[config.mk]
export PLATFORM = sky130hd
export DESIGN_NAME = instruc_loader
export DESIGN_NICKNAME = d
export VERILOG_FILES = /design/src/rtl/instruc_loader.sv
export SDC_FILE = /design/constraint.sdc
export NUM_CORES = 1
export LEC_CHECK = 0
export BUFFER_PORTS_ARGS = -buffer_cell sky130_fd_sc_hd__buf_2
export CELL_PAD_IN_SITES_DETAIL_PLACEMENT = 1
export CELL_PAD_IN_SITES_GLOBAL_PLACEMENT = 1
export CORE_MARGIN = 2
export CORE_UTILIZATION = 40
export CTS_CLUSTER_SIZE = 14
export DETAILED_ROUTE_END_ITERATION = 8
export PLACE_DENSITY = 0.87
export SYNTH_ARGS = -nofsm -noshare
export SYNTH_HDL_FRONTEND = slang
export SYNTH_SLANG_ARGS = --single-unit
export TNS_END_PERCENT = 5
[constraint.sdc]
create_clock -name clk -period 2.15 [get_ports clk]
set_clock_uncertainty 0.1 [all_clocks]
set_input_delay 0.1075 -clock clk [delete_from_list [all_inputs] [get_ports clk]]
set_output_delay 0.1075 -clock clk [all_outputs]
set_load 0.02 [all_outputs]
[src/rtl/instruc_loader.sv]
// UART byte-stream instruction loader: packs four bytes MSB-first into a word
// and writes it to instruction memory until HALT_WORD or capacity is reached.
module instruc_loader #(
  parameter int NB_INST = 32,
  parameter int NB_ADDR = 32,
  parameter int N_WORDS = 64,
  parameter logic [NB_INST-1:0] HALT_WORD = 32'hFFFF_FFFF
) (
  input  logic clk,
  input  logic reset,
  input  logic i_start,
  input  logic rx_done_tick,
  input  logic [7:0] i_rx_data,
  output logic o_wr_en,
  output logic [NB_ADDR-1:0] o_wr_addr,
  output logic [NB_INST-1:0] o_wr_data,
  output logic o_busy,
  output logic o_done,
  output logic o_overflow,
  output logic [$clog2(N_WORDS):0] o_word_count
);

  localparam int CW = $clog2(N_WORDS) + 1;
  localparam int AW = CW + 2;
  localparam logic [CW-1:0] CAP = CW'(N_WORDS);

  typedef enum logic [1:0] {
    IDLE,
    LOAD,
    DONE
  } state_t;

  state_t state, state_next;

  logic [NB_INST-1:0] shift_q;
  logic [NB_INST-1:0] word;
  logic [1:0] idx;
  logic [CW-1:0] count;
  logic [CW-1:0] count_inc;
  logic accept;
  logic word_full;
  logic is_halt;
  logic cap_hit;
  logic [NB_ADDR+AW-1:0] addr_ext;

  // i_start wins over a coincident tick
  assign accept = (state == LOAD) && rx_done_tick && !i_start;
  assign word = {shift_q[NB_INST-9:0], i_rx_data};
  assign word_full = accept && (idx == 2'd3);
  assign count_inc = count + CW'(1);
  assign is_halt = (word == HALT_WORD);
  assign cap_hit = (count_inc == CAP);
  assign addr_ext = {{NB_ADDR{1'b0}}, count, 2'b00};

  always_ff @(posedge clk) begin
    if (reset) begin
      state <= IDLE;
    end else begin
      state <= state_next;
    end
  end

  always_comb begin
    state_next = state;
    unique case (state)
      IDLE: begin
        if (i_start) state_next = LOAD;
      end
      LOAD: begin
        if (i_start) begin
          state_next = LOAD;
        end else if (word_full && (is_halt || cap_hit)) begin
          state_next = DONE;
        end
      end
      DONE: begin
        if (i_start) state_next = LOAD;
      end
      default: state_next = IDLE;
    endcase
  end

  always_ff @(posedge clk) begin
    if (reset) begin
      shift_q <= '0;
      idx <= '0;
      count <= '0;
      o_wr_en <= 1'b0;
      o_wr_addr <= '0;
      o_wr_data <= '0;
      o_done <= 1'b0;
      o_overflow <= 1'b0;
    end else begin
      o_wr_en <= 1'b0;
      if (i_start) begin
        shift_q <= '0;
        idx <= '0;
        count <= '0;
        o_done <= 1'b0;
        o_overflow <= 1'b0;
      end else if (accept) begin
        shift_q <= word;
        idx <= idx + 2'd1;
        if (idx == 2'd3) begin
          o_wr_en <= 1'b1;
          o_wr_data <= word;
          o_wr_addr <= addr_ext[NB_ADDR-1:0];
          count <= count_inc;
          if (is_halt) begin
            o_done <= 1'b1;
          end else if (cap_hit) begin
            o_done <= 1'b1;
            o_overflow <= 1'b1;
          end
        end
      end
    end
  end

  assign o_busy = (state == LOAD);
  assign o_word_count = count;

endmodule

---- Word-level counts from Yosys, hierarchy flattened ----
Index checks and enable logic that the tools add are counted.
cells by class
  add/sub/neg operators ................... 2
  eq/ne operators ......................... 7
  multiplexer cells ....................... 7
  bitwise logic cells ..................... 3
  reduce and logical (&&, ||, !) cells .... 16
operators with widths
  kind                                                                   number
  32-bit equality test, second input constant                            1
  7-bit by 1-bit adder with 7-bit output, second input constant          1
  7-bit equality test, second input constant                             1
  2-bit two-way mux                                                      3
  3-bit AND reduction                                                    2
  2-bit equality test, second input constant                             2
  1-bit logical AND                                                      4
  2-bit one-hot mux with 2 select lines                                  1
  2-bit AND reduction                                                    2
  4-bit AND reduction                                                    1
  2-bit OR reduction                                                     2
  1-bit two-way mux                                                      3
  3-bit by 2-bit != test with 1-bit output, second input constant        1
  1-bit NOT                                                              3
  3-bit OR reduction                                                     1
  2-bit by 1-bit adder with 2-bit output, second input constant          1
  2-bit by 1-bit equality test with 1-bit output, second input constant  1
  2-bit logical NOT                                                      1
  2-bit by 1-bit != test with 1-bit output, second input constant        1
  2-bit nonzero test                                                     1
  1-bit logical NOT                                                      1
  1-bit logical OR                                                       1
storage, ports and cells
  register bits after elaboration ......... 77
  input bits .............................. 12
  output and inout bits ................... 75
  word-level logic and storage cells ...... 44

---- Depth between registers and ports, before layout ----
  depth after elaboration ................. 8
  mapped depth ............................ 6
  depth with buffers taken out ............ 4

---- Worst setup path after synthesis ----
OpenSTA, ideal clock, no wires.
  kind .................................... register -> register
  start point ............................. register count[6] (netlist: o_word_count[6])
  end point ............................... register state[0]
  library setup time ...................... 0.116 ns
  arrival time ............................ 1.400 ns
  required time ........................... 1.934 ns
  setup slack ............................. 0.533 ns
  cell stages (with the launch flop) ...... 5
  path buffers ............................ 0
  clock period less this slack ............ 1.617 ns
  cell sequence ........................... dfxtp_1 > or3b_2 > a21oi_1 > o21bai_1 > a41o_1
between the ends
  longest elaborated chain between the ends .. 6
RTL lines
  element                                             RTL line  source
  from (decl)                                         38        logic [CW-1:0] count;
  from (signal assigned)                              108       count <= count_inc;
  7-bit by 1-bit adder with 7-bit output              50        assign count_inc = count + CW'(1);
  7-bit equality test                                 52        assign cap_hit = (count_inc == CAP);
  1-bit logical OR                                    72        end else if (word_full && (is_halt || cap_hit)) begin
  1-bit logical AND                                   72
  3-bit by 2-bit != test with 1-bit output (no line)  n/a
  2-bit AND reduction (no line)                       n/a
  to (signal assigned)                                59        state <= state_next;
  to (decl)                                           33        state_t state, state_next;
Every way passes these cells.
A chain may end at the register's enable or synchronous reset.

---- Final worst setup path ----
  start point ............................. input i_start
  end point ............................... register state[0]
between the ends
  longest elaborated chain between the ends .. 6
  elaborated cells between the ends (all ways) .. 9
  those cells by class .................... eq/ne (2); mux (2); reduce/logical (5)
RTL lines
  element                                             RTL line  source
  from (decl)                                         11        input logic i_start,
  1-bit logical NOT                                   47        assign accept = (state == LOAD) && rx_done_tick && !i_start;
  1-bit logical AND                                   47
  1-bit logical AND                                   49        assign word_full = accept && (idx == 2'd3);
  1-bit logical AND                                   72
  3-bit by 2-bit != test with 1-bit output (no line)  n/a
  2-bit AND reduction (no line)                       n/a
Several ways; a longest one is shown, not always the timed one.

==> impl_summary.txt <==
----------------------------------------------------
[Drt]
  Number of optimization iterations in the first detailed-route pass ... 4
  Post-route DRC ... 0
  Average wire per cell in the routed design ... 14.9 µm
  Antenna Violating Nets Remaining ... 0
  Drt via density ... 4.93
  Final wirelength ... 8190 µm
  First-iteration detailed-routing DRC count ... 113
  Total via count after detailed routing ... 2717

[Power]
  Pwr Density ... 783 nW/µm²
  Leakage power of the design ... 1.43 nW
  Worst-case vdd ir drop ... 0.341 mV
  PnR Total Power ... 0.00285 W

[Clock tree]
  Buffer cell driving the clock tree root ... sky130_fd_sc_hd__clkbuf_8
  CTS H-tree depth ... 3
  Hold-fix buffers, CTS ... 9
  Clk pin slew, worst setup/hold paths ... 70 ps
  Number of buffers created by CTS ... 9
  Clock Path Buffers ... 2
  CTS tree ... yes
  Insertion delay of the later-clocked pin in the worst-skew pair ... 350 ps
  Count of clock tree sinks ... 77
  Number of cells upsized or downsized after cts ... 0
  Post CTS Setup Buffer Count ... 0

[Synth]
  Most used flip-flop cell after synthesis ... sky130_fd_sc_hd__dfxtp_1
  Cells after synthesis ... 384
  Area leader, netlist ... sky130_fd_sc_hd__dfxtp_1
  Async SR Flop Fraction ... 0%
  Count of state elements after synthesis ... 77
  Number of flops mapped to enable cells by yosys ... 0
  Total standard cell area after synthesis ... 3050 µm²
  Sequential-to-total area share from yosys stat ... 50.6%
  Library cells used by synthesis ... 29
  Most area-consuming cells after synthesis ... sky130_fd_sc_hd__dfxtp_1 51%, sky130_fd_sc_hd__nand2_1 17%, sky130_fd_sc_hd__a21oi_1 11%, sky130_fd_sc_hd__buf_4 6.7%, sky130_fd_sc_hd__nand4_1 2.3%
  Avg Synthesized Cell Area ... 7.93 µm²
  Most frequent cell after synthesis ... sky130_fd_sc_hd__nand2_1
  Number of warnings printed during yosys synthesis ... 0
  Most frequent cells after synthesis ... 134 x sky130_fd_sc_hd__nand2_1, 77 x sky130_fd_sc_hd__dfxtp_1, 69 x sky130_fd_sc_hd__a21oi_1, 27 x sky130_fd_sc_hd__buf_4
  Share of the synthesized area in the top cell type ... 50.6%

[Global routing]
  Vias in the first global route ... 2672
  Global router's overall resource usage ... 20.7%
  Total overflow reported by the global router ... 0
  Initial antenna violation count ... 0
  Global-route wire length before repair ... 13600 µm
  Maximum number of pins on one net before global-route repair ... 35

[Final layout]
  Relative area change from synthesis to final layout ... 19.8%
  Number of nets in the layout ... 462
  Ant. Diodes ... 0
  Final Instance Area ... 3650 µm²
  Fraction of final layout cells sized beyond drive strength 1 ... 19.2%
  Fin util ... 49.8%

[Timing]
  # setup viols final ... 0
  Relative slew slack ... 54.7%
  Min cycle time layout ... 1810 ps
  Maximum operating frequency ... 553 MHz
  Endpoints failing hold ... 0
  Setup repair after global routing missed its margin ... no
  Actual transition at the worst max-transition pin ... 680 ps
  Setup_tns ... 0 ps
  Share of the cycle needed by the critical path after routing ... 84.1%
  Post-route worst hold slack ... 73.3 ps
  Final count of pins violating max slew ... 0

[Job]
  Reported max-cap violation count ... 0

[Worst setup path]
  Arrival time at the worst endpoint ... 1950 ps
  Crit start category ... primary input
  CP Max Fanout ... 17
  Type of the worst setup path ... primary input to flop
  Critical path endpoint category ... flop
  Critical Path RT ... 2290 ps

[Floorplanning]
  X dimension of the die ... 91.3 µm
  Die ar. ... 8330 µm²
  Height of the die ... 91.3 µm
  Top-level I/O count ... 87
  Total core area ... 7330 µm²
  Number of rows in the core area ... 31
  Effective utilization at floorplan ... 41.5%

[Placement]
  Routability cong. ... 0.797
  Area after DPL ... 3320 µm²
  Estimated wirelength of the detail-placed design ... 5700 µm
  Number of port buffers ... 61

[Hold path]
  Min-delay worst type ... primary input to flop

[Outcome]
  Run status ... complete, no violations

----------------------------------------------------
-- registers in the layout, indices dropped and copies added (netlist names) --
name	cells
o_wr_data	32
shift_q	24
o_word_count	7
o_wr_addr	7
idx	2
state	2
o_done	1
o_overflow	1
o_wr_en	1
-- metrics by stage --
step           std cells  setup WS [ps]
2_1_floorplan        408            533
3_3_place_gp         527            519
3_5_place_dp         527            482
4_1_cts              551            349
5_1_grt              551            267
6_report             551            341
-- report_power, final --
group	switching (W)	total (W)	internal [W]
Combinational	0.0000979	0.000129	0.0000308
Sequential	0.00000421	0.00143	0.00143
Clock	0.000527	0.00129	0.000766
-- critical path, cell delays in order --
cell and delay [ps]:
sky130_fd_sc_hd__dlygate4sd3_1 520, sky130_fd_sc_hd__buf_2 150, sky130_fd_sc_hd__and4bb_2 370, sky130_fd_sc_hd__and2_1 180, sky130_fd_sc_hd__buf_4 220, sky130_fd_sc_hd__nand3_1 140, sky130_fd_sc_hd__a41o_1 260
-- final cells by class --
cell class,instances,area (µm²)
Multi-Input combinational cell,280,1290
Clock inverter,6,111
Inverter,3,11.3
Tap cell,99,124
Clock buffer,9,124
Timing Repair Buffer,77,448
Fill cell,934,3680
Sequential cell,77,1540
-- kinds of logic after synthesis --
group,Yosys count,synth area share (%)
AOI/OAI and AO/OA,77,13.1
xor gates and xnor gates,4,1.15
adders and majority gates,2,0.822
buffers and inverters,51,10.1
DFF,77,50.6
other,1,0.123
and+or+nand+nor,172,24.2
-- layout by cell type (no fill, tap or decap), types with 3 or more instances in the layout --
cell type	count
sky130_fd_sc_hd__nand4_1	11
sky130_fd_sc_hd__dlygate4sd3_1	9
sky130_fd_sc_hd__bufinv_16	3
sky130_fd_sc_hd__o21ai_0	3
sky130_fd_sc_hd__xnor2_1	3
sky130_fd_sc_hd__a21oi_1	69
sky130_fd_sc_hd__buf_2	61
sky130_fd_sc_hd__nand3_1	3
sky130_fd_sc_hd__nand2_1	134
sky130_fd_sc_hd__or3_1	3
sky130_fd_sc_hd__dfxtp_1	77
sky130_fd_sc_hd__conb_1	25
sky130_fd_sc_hd__buf_4	7
sky130_fd_sc_hd__nor2_1	6
sky130_fd_sc_hd__nor4_1	3
sky130_fd_sc_hd__and2_1	3
sky130_fd_sc_hd__inv_1	3
sky130_fd_sc_hd__clkbuf_8	9
-- path summary, 6_finish.rpt --
| kind | from | to | slack [ps] | depth (start not counted) |
|---|---|---|---|---|
| worst max-delay path | i_start | state[0] | 340 | 7 |
| worst min-delay path | reset | o_wr_data[28] | 70 | 2 |
| worst max register to register | state[1] | state[0] | 450 | 5 |
| worst min register to register | o_wr_data[27] | o_wr_data[27] | 350 | 2 |
-- layer usage --
layer	wire [µm]	part of all wire, %	vias to the layer above	track usage (%)
met2	3970	48	77	33.6
met5	0	0	-	0
met3	313	3.8	13	3.49
li1	-	-	1337	-
met4	176	2.1	0	9.47
met1	3740	46	1290	26.8
No activity file was read; power rests on OpenSTA's default activity.
